### src/rtl/fc_argmax_reader.sv
// fc_argmax_reader
//   Captures a vector of IEEE-754 single-precision activations and scans it
//   one element per enabled cycle, reporting the index and raw bit pattern of
//   the largest element. NaN ranks below everything; +0 and -0 are equal;
//   ties keep the lowest index.
//
// Ports
//   clk        : clock, all state updates on the rising edge
//   reset      : synchronous active-high reset, priority over everything
//   en         : global enable, when low all state is frozen
//   start      : capture input_fc and begin a scan (ignored while busy)
//   input_fc   : N_ELEM packed elements, element i at [DATA_WIDTH*i +: DATA_WIDTH]
//   busy       : high while scanning or waiting to publish the result
//   done       : one-cycle pulse when max_index/max_value are updated
//   max_index  : index of the maximum element
//   max_value  : raw bit pattern of the maximum element
module fc_argmax_reader #(
    parameter int N_ELEM     = 32,
    parameter int DATA_WIDTH = 32,
    localparam int IDX_W     = (N_ELEM > 1) ? $clog2(N_ELEM) : 1
) (
    input  logic                         clk,
    input  logic                         reset,
    input  logic                         en,
    input  logic                         start,
    input  logic [N_ELEM*DATA_WIDTH-1:0] input_fc,
    output logic                         busy,
    output logic                         done,
    output logic [IDX_W-1:0]             max_index,
    output logic [DATA_WIDTH-1:0]        max_value
);

    typedef enum logic [1:0] {
        IDLE = 2'd0,
        SCAN = 2'd1,
        DONE = 2'd2
    } state_t;

    localparam logic [IDX_W-1:0] LAST_IDX = IDX_W'(N_ELEM - 1);

    state_t                         state_r;
    logic [N_ELEM*DATA_WIDTH-1:0]   vec_r;
    logic [IDX_W-1:0]               cnt_r;
    logic [IDX_W-1:0]               cand_idx_r;
    logic [DATA_WIDTH-1:0]          cand_val_r;
    logic [IDX_W-1:0]               max_index_r;
    logic [DATA_WIDTH-1:0]          max_value_r;
    logic                           done_r;
    logic                           busy_r;
    logic [DATA_WIDTH-1:0]          elem_s;

    // NaN: all-ones exponent with a nonzero mantissa.
    function automatic logic is_nan(input logic [DATA_WIDTH-1:0] x);
        return (x[30:23] == 8'hFF) && (x[22:0] != 23'd0);
    endfunction

    // Strict IEEE ordering a > b with NaN below everything and +0 == -0.
    function automatic logic fp_greater(input logic [DATA_WIDTH-1:0] a,
                                        input logic [DATA_WIDTH-1:0] b);
        logic gt;
        if (is_nan(a)) begin
            gt = 1'b0;
        end else if (is_nan(b)) begin
            gt = 1'b1;
        end else if ((a[30:0] == 31'd0) && (b[30:0] == 31'd0)) begin
            gt = 1'b0;
        end else if (a[31] != b[31]) begin
            gt = ~a[31];
        end else if (a[31] == 1'b0) begin
            gt = (a[30:0] > b[30:0]);
        end else begin
            gt = (a[30:0] < b[30:0]);
        end
        return gt;
    endfunction

    assign elem_s = vec_r[int'(cnt_r)*DATA_WIDTH +: DATA_WIDTH];

    // Scan controller: capture, per-element compare, result publication.
    always_ff @(posedge clk) begin
        if (reset) begin
            state_r     <= IDLE;
            vec_r       <= {(N_ELEM*DATA_WIDTH){1'b0}};
            cnt_r       <= {IDX_W{1'b0}};
            cand_idx_r  <= {IDX_W{1'b0}};
            cand_val_r  <= {DATA_WIDTH{1'b0}};
            max_index_r <= {IDX_W{1'b0}};
            max_value_r <= {DATA_WIDTH{1'b0}};
            done_r      <= 1'b0;
            busy_r      <= 1'b0;
        end else begin
            // done is a pulse; a stalled DONE state simply re-issues it later.
            done_r <= 1'b0;
            if (en) begin
                case (state_r)
                    IDLE: begin
                        if (start) begin
                            vec_r   <= input_fc;
                            cnt_r   <= {IDX_W{1'b0}};
                            state_r <= SCAN;
                            busy_r  <= 1'b1;
                        end
                    end
                    SCAN: begin
                        // Element 0 is loaded unconditionally, even if NaN.
                        if (cnt_r == {IDX_W{1'b0}}) begin
                            cand_idx_r <= {IDX_W{1'b0}};
                            cand_val_r <= elem_s;
                        end else if (fp_greater(elem_s, cand_val_r)) begin
                            cand_idx_r <= cnt_r;
                            cand_val_r <= elem_s;
                        end
                        if (cnt_r == LAST_IDX) begin
                            cnt_r   <= {IDX_W{1'b0}};
                            state_r <= DONE;
                        end else begin
                            cnt_r <= cnt_r + IDX_W'(1);
                        end
                    end
                    DONE: begin
                        max_index_r <= cand_idx_r;
                        max_value_r <= cand_val_r;
                        done_r      <= 1'b1;
                        state_r     <= IDLE;
                        busy_r      <= 1'b0;
                    end
                    default: begin
                        state_r <= IDLE;
                        busy_r  <= 1'b0;
                    end
                endcase
            end
        end
    end

    assign busy      = busy_r;
    assign done      = done_r;
    assign max_index = max_index_r;
    assign max_value = max_value_r;

endmodule

### config.mk
export PLATFORM = sky130hd
export DESIGN_NAME = fc_argmax_reader
export DESIGN_NICKNAME = d
export VERILOG_FILES = /design/src/rtl/fc_argmax_reader.sv
export SDC_FILE = /design/constraint.sdc
export NUM_CORES = 2
export LEC_CHECK = 0
export BUFFER_PORTS_ARGS = -buffer_cell sky130_fd_sc_hd__buf_2
export CORE_AREA = 4 4 408 410
export CTS_BUF_LIST = sky130_fd_sc_hd__clkbuf_4
export DETAILED_ROUTE_END_ITERATION = 6
export DIE_AREA = 0 0 412 414
export SLEW_MARGIN = 20
export SYNTH_ARGS = -nofsm -noshare
export SYNTH_HDL_FRONTEND = slang
export SYNTH_SLANG_ARGS = --single-unit
### constraint.sdc
create_clock -name clk -period 5.7 [get_ports clk]
set_input_delay 0.57 -clock clk [delete_from_list [all_inputs] [get_ports clk]]
set_output_delay 0.57 -clock clk [all_outputs]
set_load 0.02 [all_outputs]
==> results.md, run 1 <==
- XOR/XNOR Fraction of Synth Area: 0.000554
- Syn Inst Count: just under 6000
- Synth warn: 0
- Stop err: [ERROR RSZ-0060] Max buffer count reached.
- Routability cong.: between 0.9 and 1
- Main flop type after synthesis: dfxtp_1
- Seq/Total Area, Yosys: 0.467
- Post-synth net total: 6924
- Post-synth EDFFs: 0
- Clk root buf: clkbuf_4
- Status: stopped before the end
- Die Ht: a little over 400 µm
- Pre-CTS worst setup slack: between 0.05 and 0.06 ns
- PortBufs: ~1100
- Post-synth ARST share: 0
- Starting Density: 0.292
- Longest Clk Path Bufs: 4
- DP HPWL: around 180000 µm
- Setup Buffers After CTS: 0
- Unique masters post-synth: 63
- Post-synthesis simple-gate area fraction: 0.196
- Largest family of logic cells by synthesized area: simple AND/OR/NAND/NOR gates
- # hold bufs at CTS: approximately 1900
- Multiplexer area fraction after synthesis: 0.126
- Mapped Area: ~47000 µm²
- H-tree levels: 5
- # rows: around 150
- TritonCTS Buffers: roughly 330
- Synth Area in Compound Gates: 0.152
- Adder-Cell Fraction of Synth Area: 0.00897
- I/O pin total: roughly 1100
- Die Width: roughly 400 µm
- Cts repair resizes: 0
- Failed at: clock tree synthesis
- Avg Synthesized Cell Area: 8.09 µm²
- CTS sink cnt: roughly 1100
- Seq cells post-synth: approximately 1100
[Yosys cell counts, types with 5 or more instances]
cell       number  area, µm²
o211ai_1        8       60.1
a32o_1          9       90.1
o22ai_1       102        638
a221oi_1       11       96.3
nor4_1         15       93.8
mux2i_1       330       3300
nand2_1      2206       8280
buf_4          24        180
nor2_1         63        236
a21oi_1      1087       5440
a211oi_1        6       45.0
o31ai_1         7       52.6
nand3_1        16       80.1
clkbuf_1      386       1450
nand4_1        13       81.3
dfxtp_1      1107      22200
buf_6          24        270
nor2b_1        10       62.6
ha_1           34        425
nor3_1         42        210
or3_1           8       50.1
buf_1          12       45.0
a32oi_1         6       52.6
o21a_1          9       67.6
a22oi_1        21        158
mux4_2        113       2540
mux2_2         12        135
a21o_1          6       45.0
o21ai_0        36        180
o2111ai_1       8       70.1
inv_1          46        173
o221ai_1        5       43.8
buf_2          28        140
[metrics by stage]
step                instance area, µm²  hold WS, ns  cells
detailed placement               55300        0.444   8803
global placement                 55300        0.439   8803
floorplan                        47400        0.432   5862
[cell families after synthesis]
group           after synthesis
compound gates             1340
xor+xnor                      3
fa+ha+maj                    34
buf+inv                     524
flops                      1107
mux                         456
simple gates               2398
==> run 2: changes to the inputs <==
- CORE_AREA: 4 4 408 410 -> 4 4 415 417
- CTS_BUF_LIST: sky130_fd_sc_hd__clkbuf_4 -> unset
- DIE_AREA: 0 0 412 414 -> 0 0 419 421
- PLACE_DENSITY_LB_ADDON: unset -> 0.15
==> run 2 against run 1 <==
Net effect:
- the run now ends clean
- synthesized cell count unchanged
- synthesized area unchanged
==> results.md, run 2 <==
- Status: finished, final reports clean (was stopped before the end)
- Slew HR: 0.192
- Max-cap viol count: 0
- Antenna Nets Post-Route: 0
- Post-synth EDFFs: 0 (unchanged)
- Tcrit/Tclk final: 0.948
- Total congestion overflow: 0
- Die Ht: 421 µm (was 414 µm)
- # rows: 151 (was 148)
- Vias in the first global route: between 40000 and 50000
- H-tree levels: 4 (was 5)
- Post-synth ARST share: 0 (unchanged)
- CTS tree: built
- Routability cong.: 0.908 (was 0.951)
- Synth area leader: dfxtp_1 (unchanged)
- Average routed wire per standard cell: 26.7 µm
- Post-synth net total: 6924 (unchanged)
- CP endpoint kind: register
- Max incr delay on CP: between 0.6 and 0.7 ns
- WP buf/inv: 3
- WP data arrival: between 6 and 7 ns
- Pins Over Slew Limit: 0
- WL final: around 240000 µm
- Initial antenna violation count: between 80 and 90
- Syn Inst Count: 5862 (unchanged)
- Clock share of power: 0.453
- Synth top area cells: dfxtp_1 47%, nand2_1 17%, a21oi_1 11%, mux2i_1 7.0%, mux4_2 5.4% (unchanged)
- Max FFs per register: 1024
- Clk slew on worst S/H paths: approximately 0.060 ns
- Longest Clk Path Bufs: 3 (was 4)
- Sw Share: 0.274
- TritonCTS Buffers: 136 (was 329)
- Core ar.: between 150000 and 200000 µm²
- Starting Density: 0.281 (was 0.292)
- PnR worst setup slack: between 0.2 and 0.3 ns
- Worst Max-Slew Pin Slew: between 1 and 1.5 ns
- PortBufs: 1066 (unchanged)
- Top-area cell type share of the netlist area: 0.467 (unchanged)
- I/O pin total: 1067 (unchanged)
- TNS Setup: 0 ns
- Crit Path Category: register to register
- Required @ worst endpoint: approximately 6.4 ns
- Most common cell after layout, fill and taps aside: nand2_1
- Main flop type after synthesis: dfxtp_1 (unchanged)
- Vias per std cell: between 5 and 6
- DP HPWL: 190000 µm (was 183000 µm)
- Hold Fails Final Rpt: 0
- Tmin final: around 5.4 ns
- Largest Register: vec_r
- Synth warn: 0 (unchanged)
- VDD IR max: ~280 µV
- Avg Synthesized Cell Area: 8.09 µm² (unchanged)
- Seq cells post-synth: 1107 (unchanged)
- Psw: 5.36 mW
- Clock latency at the later pin of the worst-skew pair: between 0.7 and 0.8 ns
- Slowest CP cell: dfxtp_4
- Layout cells sized above 1: 0.238
- Area Overhead vs Synth: 27.0%
- Pint: around 14 mW
- Pre-antenna DRT Iters: 5
- First-pass GRT wire length: 336000 µm
- F_max: 185 MHz
- Post-synth top cells: 2206 x nand2_1, 1107 x dfxtp_1, 1087 x a21oi_1 (unchanged)
- Die area: between 150000 and 200000 µm²
- Worst Setup Start Kind: register
- Hold crit path type: input pin to register
- Critical path cell sequence: buf_12, buf_4, mux2i_1, o22ai_1, buf_4, o31ai_1, a221oi_1, ha_1, nand4_1, nor2_1, nor2_1, a21oi_1, o41ai_1, o2111ai_1, or2_2, a31o_2, or4_1, a21oi_1
- Most frequent cells in the layout: 2206 x nand2_1, 1102 x dfxtp_1, 1087 x a21oi_1
- Most frequent cell after synthesis: nand2_1 (unchanged)
- CP delay by family, top: compound AO/OA/AOI/OAI gates
- PwrDens: roughly 320 nW/µm²
- Seq pwr share: 0.427
- Leak: between 20 and 25 nW
- Initial DRC Count: about 3900
- RSZ-0062 raised after global routing: false
- Die Width: 419 µm (was 412 µm)
- Clock Skew: approximately 0.023 ns
- Via count: 46200
- Drt drc: 0
- CTS sink cnt: 1107 (unchanged)
- Net count, final: roughly 8000
- Largest net degree at the start of global routing: about 230
- Setup violators final: 0
- Crit Path Max Fanout: 32
- Pre-CTS worst setup slack: 0.182 ns (was 0.0572 ns)
- Unique masters post-synth: 63 (unchanged)
- Clk root buf: clkbuf_16 (was clkbuf_4)
- Mapped Area: 47400 µm² (unchanged)
- Combinational Power Share: 0.120
- Seq/Total Area, Yosys: 0.467 (unchanged)
- Total Routing Usage GR: 0.265
- Setup Buffers After CTS: 0 (unchanged)
## run 2: cell counts after synthesis
No cell type changed its count.
## run 2: logic make-up (layout without fill, tap and decap cells)
group           Yosys count  after routing  share of synthesized area
xor+xnor                  3              3                   0.000554
other cells               0             36                          0
simple gates           2398           2398                      0.196
buf+inv                 524           1567                     0.0485
mux                     456            456                      0.126
fa+ha+maj                34             34                    0.00897
compound gates         1340           1340                      0.152
flops                  1107           1107                      0.467
## run 2: worst paths after layout
path / slack (ns) / start / to / cells after the start
worst min-delay path: 0.04 / input_fc[659] / vec_r[659] / 3
worst max register to register: 0.30 / cnt_r[0] / cand_idx_r[0] / 18
worst max-delay path: 0.30 / cnt_r[0] / cand_idx_r[0] / 18
worst min register to register: 0.45 / max_value[8] / max_value[8] / 2
## run 2: routing by layer
layer / track usage / share of wire / vias up
li1: - / - / 21700
met1: 0.342 / 0.43 / 22700
met2: 0.439 / 0.48 / 1393
met3: 0.0391 / 0.047 / 374
met4: 0.118 / 0.046 / 18
met5: 0 / 0.00053 / -
## run 2: repair_timing
action | in CTS | in global routing
hold buffers | 7 | 0
resized for setup | 0 | 1
endpoints found under the hold margin | 7 | 0
setup endpoints to repair | 0 | 4
## run 2: metrics by stage
stage | cell area (µm²) | hold slack (ns) | power (mW) | cells | util
after floorplan | 47400 | 0.432 | 9.61 | 5862 | -
after global placement | 55500 | 0.439 | 10.8 | 8872 | 0.329
after detailed placement | 55500 | 0.443 | 10.9 | 8872 | 0.329
after CTS | 60100 | 0.000493 | 19.8 | 9123 | 0.356
after global routing | 60200 | 0.0117 | 20.3 | 9150 | 0.357
final | 60200 | 0.0438 | 19.6 | 9159 | 0.357
## run 2: layout make-up
type | count | area [µm²]
inverter | 48 | 180
clock buffer | 202 | 3990
sequential | 1107 | 22200
fill | 18000 | 108000
multi-input combinational | 4231 | 23100
timing repair buffer | 1275 | 7390
tap | 2218 | 2780
clock inverter | 42 | 542
antenna | 36 | 90.1
## run 2: worst reg2reg max path: stages (launching register included)
cell and delay, ns:
dfxtp_4 0.64, buf_12 0.34, buf_4 0.35, mux2i_1 0.12
o22ai_1 0.39, buf_4 0.20, o31ai_1 0.07, a221oi_1 0.37
ha_1 0.31, nand4_1 0.14, nor2_1 0.06, nor2_1 0.09
a21oi_1 0.08, o41ai_1 0.57, o2111ai_1 0.29, or2_2 0.36
a31o_2 0.27, or4_1 0.52, a21oi_1 0.15
## run 2: power by group through the flow
stage / registers (mW) / logic, mW / clock network, mW
after floorplan: 8.38 / 1.23 / 0
after global placement: 8.51 / 2.34 / 0
after detailed placement: 8.51 / 2.35 / 0
after CTS: 8.34 / 2.36 / 9.05
after global routing: 8.37 / 2.53 / 9.35
final: 8.35 / 2.35 / 8.87
Note: power is estimated with default switching activity, not from simulation.
